<file path="src/rtl/alu_pkg.sv">
// Shared types for the iterative execute-stage ALU: operation codes,
// control-FSM states, shift kinds and the shift-op classifier.
package alu_pkg;

    typedef enum logic [3:0] {
        ALU_AND = 4'b0000,
        ALU_OR  = 4'b0001,
        ALU_ADD = 4'b0010,
        ALU_SUB = 4'b0011,
        ALU_SLL = 4'b0100,
        ALU_SRL = 4'b0101,
        ALU_SRA = 4'b0111,
        ALU_EQ  = 4'b1000,
        ALU_XOR = 4'b1001,
        ALU_SLT = 4'b1100
    } alu_op_e;

    typedef enum logic [1:0] {
        IDLE  = 2'd0,
        SHIFT = 2'd1,
        DONE  = 2'd2
    } alu_state_e;

    typedef enum logic [1:0] {
        SH_LL = 2'd0,
        SH_RL = 2'd1,
        SH_RA = 2'd2
    } shift_kind_e;

    // True for the three ops that go through the 1-bit/cycle shifter.
    function automatic logic is_shift(alu_op_e op);
        return (op == ALU_SLL) || (op == ALU_SRL) || (op == ALU_SRA);
    endfunction

endpackage

</file>
<file path="src/rtl/alu_shift_unit.sv">
// Iterative shifter: holds the working value and remaining count, and moves
// one bit per step so no barrel shifter is needed.
module alu_shift_unit
    import alu_pkg::*;
#(
    parameter int DATA_WIDTH = 32,
    localparam int SHAMT_W = $clog2(DATA_WIDTH)
) (
    input  logic                  clk,
    input  logic                  rst_n,
    input  logic                  load_i,
    input  logic                  step_i,
    input  shift_kind_e           kind_i,
    input  logic [DATA_WIDTH-1:0] src_i,
    input  logic [SHAMT_W-1:0]    shamt_i,
    output logic [SHAMT_W-1:0]    cnt_o,
    output logic [DATA_WIDTH-1:0] acc_nxt_o
);

    localparam logic [SHAMT_W-1:0] CNT_ONE = SHAMT_W'(1);

    logic [DATA_WIDTH-1:0] acc_q;
    logic [SHAMT_W-1:0]    cnt_q;
    shift_kind_e           kind_q;

    // Value after one more 1-bit shift of the working register.
    always_comb begin
        acc_nxt_o = acc_q;
        case (kind_q)
            SH_LL:   acc_nxt_o = {acc_q[DATA_WIDTH-2:0], 1'b0};
            SH_RL:   acc_nxt_o = {1'b0, acc_q[DATA_WIDTH-1:1]};
            SH_RA:   acc_nxt_o = {acc_q[DATA_WIDTH-1], acc_q[DATA_WIDTH-1:1]};
            default: acc_nxt_o = acc_q;
        endcase
    end

    // Count and shift kind are control state and return to a known value on reset.
    always_ff @(posedge clk or negedge rst_n) begin
        if (!rst_n) begin
            cnt_q  <= '0;
            kind_q <= SH_LL;
        end else if (load_i) begin
            cnt_q  <= shamt_i;
            kind_q <= kind_i;
        end else if (step_i) begin
            cnt_q  <= cnt_q - CNT_ONE;
        end
    end

    // Working value is pure data; it is always loaded before it is used.
    always_ff @(posedge clk) begin
        if (load_i) begin
            acc_q <= src_i;
        end else if (step_i) begin
            acc_q <= acc_nxt_o;
        end
    end

    assign cnt_o = cnt_q;

endmodule

</file>
<file path="src/rtl/alu_iter_exec.sv">
// Execute-stage ALU with valid/ready on both sides. Single-cycle ops finish in
// one cycle; shifts are handed to alu_shift_unit and take shamt+1 cycles.
module alu_iter_exec
    import alu_pkg::*;
#(
    parameter int DATA_WIDTH = 32,
    localparam int SHAMT_W = $clog2(DATA_WIDTH)
) (
    input  logic                  clk,
    input  logic                  rst_n,
    input  logic                  in_valid,
    output logic                  in_ready,
    input  logic [3:0]            op,
    input  logic [DATA_WIDTH-1:0] src_a,
    input  logic [DATA_WIDTH-1:0] src_b,
    output logic                  out_valid,
    input  logic                  out_ready,
    output logic [DATA_WIDTH-1:0] result,
    output logic                  zero,
    output logic                  op_illegal
);

    alu_state_e            state_q;
    logic                  out_valid_q;
    logic [DATA_WIDTH-1:0] result_q;
    logic                  zero_q;
    logic                  illegal_q;

    alu_op_e               op_e;
    logic [SHAMT_W-1:0]    shamt;
    logic                  op_shift;
    logic                  accept;
    logic [DATA_WIDTH-1:0] alu_res_d;
    logic                  alu_ill_d;
    shift_kind_e           kind_d;
    logic [SHAMT_W-1:0]    sh_cnt;
    logic [DATA_WIDTH-1:0] sh_nxt;

    assign op_e     = alu_op_e'(op);
    assign shamt    = src_b[SHAMT_W-1:0];
    assign op_shift = is_shift(op_e);
    assign in_ready = (state_q == IDLE);
    assign accept   = in_valid && in_ready;

    // Single-cycle datapath; a shift yields src_a here, which is the answer for shamt==0.
    always_comb begin
        alu_res_d = '0;
        alu_ill_d = 1'b0;
        case (op_e)
            ALU_AND: alu_res_d = src_a & src_b;
            ALU_OR:  alu_res_d = src_a | src_b;
            ALU_ADD: alu_res_d = src_a + src_b;
            ALU_SUB: alu_res_d = src_a - src_b;
            ALU_XOR: alu_res_d = src_a ^ src_b;
            ALU_SLL, ALU_SRL, ALU_SRA: alu_res_d = src_a;
            ALU_EQ:  alu_res_d[0] = (src_a == src_b);
            ALU_SLT: alu_res_d[0] = ($signed(src_a) < $signed(src_b));
            default: alu_ill_d = 1'b1;
        endcase
    end

    // Map the shift opcode onto the shifter's fill behaviour.
    always_comb begin
        kind_d = SH_LL;
        case (op_e)
            ALU_SRL: kind_d = SH_RL;
            ALU_SRA: kind_d = SH_RA;
            default: kind_d = SH_LL;
        endcase
    end

    alu_shift_unit #(
        .DATA_WIDTH (DATA_WIDTH)
    ) u_shift (
        .clk       (clk),
        .rst_n     (rst_n),
        .load_i    (accept && op_shift),
        .step_i    (state_q == SHIFT),
        .kind_i    (kind_d),
        .src_i     (src_a),
        .shamt_i   (shamt),
        .cnt_o     (sh_cnt),
        .acc_nxt_o (sh_nxt)
    );

    // Control FSM with registered result, flags and out_valid.
    always_ff @(posedge clk or negedge rst_n) begin
        if (!rst_n) begin
            state_q     <= IDLE;
            out_valid_q <= 1'b0;
            result_q    <= '0;
            zero_q      <= 1'b0;
            illegal_q   <= 1'b0;
        end else begin
            case (state_q)
                IDLE: begin
                    if (in_valid) begin
                        if (op_shift && (shamt != '0)) begin
                            state_q <= SHIFT;
                        end else begin
                            result_q    <= alu_res_d;
                            zero_q      <= ~|alu_res_d;
                            illegal_q   <= alu_ill_d;
                            out_valid_q <= 1'b1;
                            state_q     <= DONE;
                        end
                    end
                end
                SHIFT: begin
                    if (sh_cnt == SHAMT_W'(1)) begin
                        result_q    <= sh_nxt;
                        zero_q      <= ~|sh_nxt;
                        illegal_q   <= 1'b0;
                        out_valid_q <= 1'b1;
                        state_q     <= DONE;
                    end
                end
                DONE: begin
                    if (out_ready) begin
                        out_valid_q <= 1'b0;
                        state_q     <= IDLE;
                    end
                end
                default: begin
                    out_valid_q <= 1'b0;
                    state_q     <= IDLE;
                end
            endcase
        end
    end

    assign out_valid  = out_valid_q;
    assign result     = result_q;
    assign zero       = zero_q;
    assign op_illegal = illegal_q;

endmodule

</file>
<file path="config.mk">
export PLATFORM = sky130hd
export DESIGN_NAME = alu_iter_exec
export DESIGN_NICKNAME = d
export VERILOG_FILES = /design/src/rtl/alu_pkg.sv /design/src/rtl/alu_shift_unit.sv /design/src/rtl/alu_iter_exec.sv
export SDC_FILE = /design/constraint.sdc
export NUM_CORES = 1
export LEC_CHECK = 0
export ABC_AREA = 0
export CORE_AREA = 2 2 122 154
export CTS_CLUSTER_DIAMETER = 40
export CTS_CLUSTER_SIZE = 16
export DETAILED_ROUTE_END_ITERATION = 6
export DIE_AREA = 0 0 124 156
export PLACE_DENSITY = 0.94
export SLEW_MARGIN = 20
export SYNTH_ARGS = -nofsm -noshare
export SYNTH_HDL_FRONTEND = slang
export SYNTH_SLANG_ARGS = --single-unit
export TNS_END_PERCENT = 5
</file>
<file path="constraint.sdc">
create_clock -name clk -period 8.3 [get_ports clk]
set_input_delay 1.66 -clock clk [delete_from_list [all_inputs] [get_ports clk]]
set_output_delay 1.66 -clock clk [all_outputs]
set_load 0.01 [all_outputs]
</file>
==> results of run 1 <==
-- worst paths after layout --
kind	to	startpoint	cells after the start
worst max-delay path	zero$_DFFE_PN0P_	op[1]	12
worst min-delay path	result[28]$_DFFE_PN0P_	result[28]$_DFFE_PN0P_	1
worst max register to register	zero$_DFFE_PN0P_	state_q[0]$_DFFE_PN0P_	10
worst min register to register	result[28]$_DFFE_PN0P_	result[28]$_DFFE_PN0P_	1
max in group asynchronous	u_shift.kind_q[1]$_DFFE_PN0P_	rst_n	2
min in group asynchronous	op_illegal$_DFFE_PN0P_	rst_n	2
-- layout make-up --
cell class	instances	area, um^2
inverter	106	398
antenna	1	2.50
tap	228	285
multi-input combinational	1172	7650
clock buffer	16	303
timing repair buffer	127	1220
fill	1561	5980
sequential	76	2060
-- sequential cells by signal, summed over array words and instances, names as in the netlist --
signal,count
op_illegal,1
out_valid,1
result,32
state_q,2
u_shift.acc_q,32
zero,1
u_shift.cnt_o,5
u_shift.kind_q,2
-- logic make-up (layout without fill, tap and decap cells) --
logic type | Yosys count | in the layout | share of synthesized area
AO/OA/AOI/OAI | 533 | 533 | 0.328
AND/OR/NAND/NOR | 496 | 496 | 0.232
buffers and inverters | 204 | 249 | 0.0801
adder cells (fa/ha/maj) | 112 | 112 | 0.135
flip-flops | 76 | 76 | 0.196
multiplexers | 25 | 25 | 0.0243
XOR/XNOR | 6 | 6 | 0.00499
other | 0 | 1 | 0
-- worst max-delay path, delay by kind of cell --
family	cells	cell delay (ns)
AO/OA/AOI/OAI	5	1.07
buffers and inverters	1	1.10
AND/OR/NAND/NOR	6	2.56
-- Yosys cell counts (6+ instances only) --
cell,count,area [um^2]
a2111oi_0,7,61.3
a211oi_1,19,143
a21o_1,15,113
a21oi_1,133,666
a221o_1,8,80.1
a221oi_1,18,158
a22o_1,6,52.6
a22oi_1,11,82.6
a31oi_1,16,100
and3_1,11,68.8
buf_1,8,30.0
buf_6,6,67.6
clkbuf_1,75,282
dfrtp_1,44,1100
edfxtp_1,32,961
ha_1,110,1380
inv_1,103,387
mux2i_1,21,210
nand2_1,126,473
nand2b_1,46,288
nand3_1,25,125
nand4_1,16,100
nor2_1,149,559
nor2b_1,15,93.8
nor3_1,31,155
nor4_1,17,106
nor4b_1,7,61.3
o2111ai_1,6,52.6
o211ai_1,39,293
o21a_1,8,60.1
o21ai_0,141,706
o21bai_1,11,82.6
o22ai_1,10,62.6
o311ai_0,10,87.6
o31ai_1,11,82.6
or2_2,7,43.8
or3_1,9,56.3
-- per-layer routing --
metal | vias to the layer above | track usage | routed length [um] | share of wire
met1 | 5613 | 0.524 | 15400 | 0.38
li1 | 5400 | - | - | -
met4 | 2 | 0.206 | 2280 | 0.056
met5 | - | 0 | 16 | 0.00039
met3 | 186 | 0.0727 | 4260 | 0.10
met2 | 885 | 0.671 | 18600 | 0.46
-- power by group through the flow --
stage                     combinational, mW  clock (mW)  sequential, mW
after floorplan                       0.909           0           0.680
after global routing                   1.62       0.402           0.688
after detailed placement               1.43           0           0.671
after global placement                 1.40           0           0.661
final                                  1.50       0.393           0.672
after CTS                              1.45       0.388           0.668
-- stage by stage --
| stage | hold WS [ns] | cells | total power, mW | util |
|---|---|---|---|---|
| 2_1_floorplan | 0.507 | 1452 | 1.59 | - |
| 3_3_place_gp | 0.458 | 1709 | 2.06 | 0.649 |
| 3_5_place_dp | 0.466 | 1709 | 2.10 | 0.649 |
| 4_1_cts | 0.478 | 1725 | 2.51 | 0.666 |
| 5_1_grt | 0.494 | 1725 | 2.71 | 0.666 |
| 6_report | 0.473 | 1726 | 2.56 | 0.666 |
==> out/results.md, run 1 <==
| Stage | Quantity | Value |
|:---|:---|:---|
| route | Via density | 7.00 |
| cells and area | Most used cells in the layout excluding fill and tap cells | 149 x nor2_1, 141 x o21ai_0, 133 x a21oi_1 |
| cts | Number of CTS-inserted buffers | 9 |
| placed design | Port Buffers | 107 |
| cts | TritonCTS clock tree | built |
| grt | Antenna violations before repair | 3 |
| setup path | Series of cell instances along the critical path | clkdlybuf4s50_1 > or4b_1 > o211ai_1 > a21oi_1 > a21bo_1 > a221o_1 > or4_1 > or4_1 > nor4_1 > and4_1 > nand4_1 > o31ai_2 |
| floorplanning | Initial Util | 0.588 |
| setup path | Worst Path Max Fanout | 23 |
| cells and area | Most common library cell in the layout ignoring fill and taps | nor2_1 |
| setup path | Crit path arrival time | 6.41 ns |
| timing | Final setup violation count | 0 |
| timing | Final critical-path share of the clock period | 0.742 |
| timing | Worst setup margin | 2.14 ns |
| synth | Count of yosys warnings during synthesis | 0 |
| timing | Slew of the pin with the lowest slew margin | 1.07 ns |
| run | Max-cap violations | 0 |
| grt | Pin count of the biggest net entering global routing | 92 |
| status | Violated checks | DRC |
| power | Sequential power share | 0.262 |
| floorplanning | Die width | 124 um |
| timing | Achievable Freq | 162 MHz |
| floorplanning | Core Box Area | 17,900 um^2 |
| power | Power Dens Cells | 215 nW/um^2 |
| power | Leakage Power | 5.02 nW |
| setup path | Type of the worst setup path | in -> reg |
| placed design | Sum of net half-perimeters after detailed placement | 30.9 mm |
| route | Detailed-router iteration count before antenna repair | 7 |
| cts | Number of resized instances in the post-cts repair step | 0 |
| route | Post-detailed-route count of antenna-violating nets | 0 |
| placed design | Worst setup slack after placement | 1.92 ns |
| route | Total number of vias | 12.1k |
| synth | FF+latch count, synth | 76 |
| cts | Clock transition at the registers of the reported paths | 0.06 ns |
| timing | Total negative slack | 0 ns |
| placed design | Placed standard-cell area | 11,600 um^2 |
| timing | Count of final max-slew check failures | 0 |
| cells and area | Area of all placed cells without fillers | 11,900 um^2 |
| route | Wire length reported by the detailed router | 40.5 mm |
| grt | Global-route wire length before repair | 61.8 mm |
| power | Peak VDD IR | 0.000198 V |
| floorplanning | Site Rows | 55 |
| cts | Root cell of the clock tree | clkbuf_16 |
| setup path | Maximum single-stage delay on the critical path | 1.10 ns |
| route | Drc violations | 7 |
| power | Sw Pwr | 1.19 mW |
| setup path | Type of element launching the critical path | primary input |
| cts | Bufs on Longest Clock Path | 2 |
| cts | # clock sinks | 76 |
| timing | Worst slew slack as a fraction of its limit | 0.266 |
| grt | Vias in the first global route | 11.0k |
| floorplanning | DIE AREA | 19,300 um^2 |
| synth | Sequential cell area fraction in the yosys report | 0.196 |
| setup path | Critical Path Slowest Stage Cell | clkdlybuf4s50_1 |
| synth | Post-synthesis cell area | 10,500 um^2 |
| setup path | Most repeated library cell on the critical path | or4_1 |
| placed design | Routability Congestion | 1.07 |
| power | Switching portion of total power | 0.462 |
| cells and area | Final nets | 1,676 |
| floorplanning | Height of the die | 156 um |
| timing | Final hold violation count | 0 |
| cts | Count of H-tree levels built during CTS | 3 |
| synth | Average footprint of a synthesized cell | 7.25 um^2 |
| setup path | Data required time of the critical path | 8.55 ns |
| synth | Net Count, Synth | 1,636 |
| route | Number of design-rule violations left by the first detailed-router iteration | 1,650 |
| hold path | Classification of the worst-slack hold path | reg -> reg |
| timing | Period minus WS final | 6.16 ns |
| synth | Post-synthesis instance total | 1,452 |
| grt | GRT Residual Overflow | 0 |
| setup path | Capturing element type of the critical path | register |
| cts | Clk_lat worst skew | 0.34 ns |
| route | Routed len/inst | 23.5 um |
| timing | Setup repair after global routing missed its margin | false |
| setup path | R2R setup slack | 4.51 ns |
| synth | Number of enable flip-flop cells after synthesis | 32 |
| cells and area | P&R area growth vs syn | 13.2% |
| grt | Global Route Usage Sum | 0.414 |
| timing | Fin Clk Skew | 0.00690 ns |
| power | Combinational Power Share | 0.584 |
| status | Run status | complete, but fails checks |
| synth | Ys flop type | dfrtp_1 |
| power | Portion of total power attributed to the clock network | 0.153 |
| cts | Hold_buf cts | 0 |
| cts | Number of buffers added for setup after CTS | 0 |
| floorplanning | Number of ports placed on the die boundary | 108 |
| cells and area | Fraction of final layout cells with drive strength greater than 1 | 0.0448 |
| synth | Distinct cell type count after synthesis | 88 |
| synth | Proportion of register bits with asynchronous set or reset after synthesis | 0.579 |
| power | Int Power | 1.38 mW |
No activity file was read; power rests on OpenSTA's default activity.
==> run 2: changes to the inputs <==
--- a/config.mk
+++ b/config.mk
@@ -6,12 +6,12 @@
 export NUM_CORES = 1
 export LEC_CHECK = 0
 export ABC_AREA = 0
-export CORE_AREA = 2 2 122 154
+export CORE_AREA = 2 2 128 162
 export CTS_CLUSTER_DIAMETER = 40
 export CTS_CLUSTER_SIZE = 16
 export DETAILED_ROUTE_END_ITERATION = 6
-export DIE_AREA = 0 0 124 156
-export PLACE_DENSITY = 0.94
+export DIE_AREA = 0 0 130 164
+export PLACE_DENSITY = 0.9
 export SLEW_MARGIN = 20
 export SYNTH_ARGS = -nofsm -noshare
 export SYNTH_HDL_FRONTEND = slang
==> constraint.sdc (replaced) <==
create_clock -name clk -period 5.26 [get_ports clk]
set_input_delay 1.052 -clock clk [delete_from_list [all_inputs] [get_ports clk]]
set_output_delay 1.052 -clock clk [all_outputs]
set_load 0.01 [all_outputs]
==> run 2 against run 1 <==
Effect of this change:
- the flow now finishes without violations
- critical path depth grew 6
- sequential cell count is the same
- design area grew 8.6%
- sequential share of layout area shrank 1.4 points
- power grew 62%
- clock-buffer cell count shrank 4
- routed wire length grew 4.5%
- critical endpoint unchanged
- largest power group unchanged
- highest routed layer unchanged
==> out/results.md, run 2 (synthesized netlist as in run 1, its figures left out) <==
| Stage | Quantity | Value |
|:---|:---|:---|
| status | Run status | complete, no violations |
| floorplanning | Height of the die | 164 um |
| hold path | Classification of the worst-slack hold path | reg -> reg |
| cells and area | Fraction of final layout cells with drive strength greater than 1 | 0.123 |
| timing | Final setup violation count | 0 |
| cells and area | P&R area growth vs syn | 22.9% |
| cts | Hold_buf cts | 0 |
| setup path | Beginning of the critical path | src_b[2] |
| setup path | Series of cell instances along the critical path | clkdlybuf4s50_1 > inv_1 > ha_1 > and2b_4 > o311ai_0 > buf_4 > a31oi_1 > buf_4 > buf_4 > nand2_1 > nand2_1 > xnor2_1 > a221oi_1 > buf_4 > nor4bb_1 > and4_1 > nand4_1 > o31ai_2 |
| power | Peak VDD IR | 0.000306 V |
| placed design | Placed cell count | 1,877 |
| route | Number of design-rule violations left by the first detailed-router iteration | 1,450 |
| grt | Vias in the first global route | 11.9k |
| route | Detailed-router iteration count before antenna repair | 6 |
| setup path | Critical Path Slowest Stage Cell | clkdlybuf4s50_1 |
| floorplanning | Die width | 130 um |
| timing | Count of final max-slew check failures | 0 |
| cts | Root cell of the clock tree | clkbuf_16 |
| placed design | Routability Congestion | 1.09 |
| setup path | Capturing element type of the critical path | register |
| cts | # clock sinks | 76 |
| timing | Final hold violation count | 0 |
| route | Via density | 6.53 |
| timing | Achievable Freq | 201 MHz |
| placed design | Sum of net half-perimeters after detailed placement | 33.2 mm |
| cells and area | Most common library cell in the layout ignoring fill and taps | nor2_1 |
| route | Drc violations | 0 |
| floorplanning | Site Rows | 58 |
| timing | Setup repair after global routing missed its margin | false |
| route | Total number of vias | 12.4k |
| grt | GRT Residual Overflow | 0 |
| setup path | Maximum single-stage delay on the critical path | 0.51 ns |
| route | Routed len/inst | 22.4 um |
| route | Post-detailed-route count of antenna-violating nets | 0 |
| timing | Final critical-path share of the clock period | 0.947 |
| cells and area | Filler cell count | 1,733 |
| setup path | Most repeated library cell on the critical path | buf_4 |
| power | Power Dens Cells | 321 nW/um^2 |
| cells and area | Number of standard cells in the final layout excluding fillers | 1,894 |
| cells and area | Final nets | 1,802 |
| floorplanning | Core Box Area | 19,800 um^2 |
| grt | Pin count of the biggest net entering global routing | 69 |
| setup path | Type of element launching the critical path | primary input |
| setup path | Data required time of the critical path | 5.50 ns |
| floorplanning | DIE AREA | 21,300 um^2 |
| route | Wire length reported by the detailed router | 42.4 mm |
| timing | Smallest hold slack | 0.471 ns |
| cts | Number of CTS-inserted buffers | 9 |
| hold path | Worst hold start | result[28]$_DFFE_PN0P_ |
| grt | Global-route wire length before repair | 65.3 mm |
| power | Sum of internal, switching and leakage power | 4.16 mW |
| timing | Fin Clk Skew | 0.0145 ns |
| run | Max-cap violations | 0 |
| setup path | Crit Reg-Reg Startpoint | u_shift.kind_q[1]$_DFFE_PN0P_ |
| floorplanning | Initial Util | 0.531 |
| grt | Global Route Usage Sum | 0.398 |
| cts | Clock transition at the registers of the reported paths | 0.06 ns |
| cts | TritonCTS clock tree | built |
| grt | Antenna violations before repair | 2 |
| timing | Period minus WS final | 4.98 ns |
| cts | Clk_lat worst skew | 0.34 ns |
| floorplanning | Number of ports placed on the die boundary | 108 |
| setup path | Worst Path Max Fanout | 5 |
| timing | Worst slew slack as a fraction of its limit | 0.340 |
| cells and area | Most used cells in the layout excluding fill and tap cells | 149 x nor2_1, 145 x buf_4, 141 x o21ai_0 |
| setup path | Type of the worst setup path | in -> reg |
| timing | Slew of the pin with the lowest slew margin | 0.990 ns |
| setup path | Crit path arrival time | 5.22 ns |
| placed design | Port Buffers | 107 |
| cts | Bufs on Longest Clock Path | 2 |
| power | Leakage Power | 5.62 nW |
| cts | Count of H-tree levels built during CTS | 3 |
-- run 2: changes by cell type in the layout (fill, tap and decap cells not counted), moves of 2 or more --
| cell | change |
|---|---|
| nor4_2 | +2 |
| clkbuf_8 | -2 |
| clkinvlp_4 | +2 |
| buf_4 | +125 |
-- run 2: per-stage QoR --
step | instance area [um^2] | setup WS (ns) | utilization | setup TNS, ns
global route | 12900 | 0.00377 | 0.653 | 0
global placement | 12600 | -0.0103 | 0.637 | -0.0103
detailed placement | 12600 | -0.125 | 0.637 | -0.125
finish | 12900 | 0.281 | 0.653 | 0
floorplan | 10500 | 0.986 | - | 0
CTS | 12900 | 0.187 | 0.652 | 0
-- run 2: path summary, 6_finish.rpt --
| kind | end | cells after the start | slack [ns] |
|---|---|---|---|
| worst max register to register | zero$_DFFE_PN0P_ | 11 | 1.66 |
| worst min register to register | result[28]$_DFFE_PN0P_ | 1 | 0.47 |
| max in group asynchronous | u_shift.kind_q[1]$_DFFE_PN0P_ | 1 | 3.70 |
| worst min-delay path | result[28]$_DFFE_PN0P_ | 1 | 0.47 |
| min in group asynchronous | op_illegal$_DFFE_PN0P_ | 1 | 0.86 |
| worst max-delay path | zero$_DFFE_PN0P_ | 18 | 0.28 |
-- run 2: power by group --
| part | internal (mW) | total, mW | switching (mW) |
|---|---|---|---|
| logic | 0.985 | 2.43 | 1.45 |
| registers | 0.906 | 1.10 | 0.198 |
| clock network | 0.380 | 0.625 | 0.245 |
| total | 2.27 | 4.16 | 1.89 |
-- run 2: final cells by class --
class	count	area [um^2]	share of cell area
tap	270	338	0.0261
clock buffer	12	246	0.0191
sequential	76	2060	0.159
antenna	1	2.50	0.000193
clock inverter	4	50.0	0.00387
timing repair buffer	253	2170	0.168
multi-input combinational	1172	7660	0.592
inverter	106	398	0.0308
-- run 2: critical path, delay by kind of cell --
kind	cells	cell delay [ns]
and+or+nand+nor	6	1.07
adders and majority gates	1	0.39
xor gates and xnor gates	1	0.12
buffers and inverters	6	1.33
AOI/OAI and AO/OA	4	1.24
-- run 2: timing repair --
item | in CTS | in global routing
gates resized for setup | 0 | 5
setup endpoints to repair | 0 | 3
setup buffers | 0 | 0
-- run 2: metal layers --
metal	track usage	wire, um	share of wire	vias up
met1	0.502	16500	0.39	5765
met4	0.212	2500	0.059	2
li1	-	-	-	5655
met3	0.0573	3790	0.089	164
met5	0	12	0.00028	-
met2	0.652	19600	0.46	781
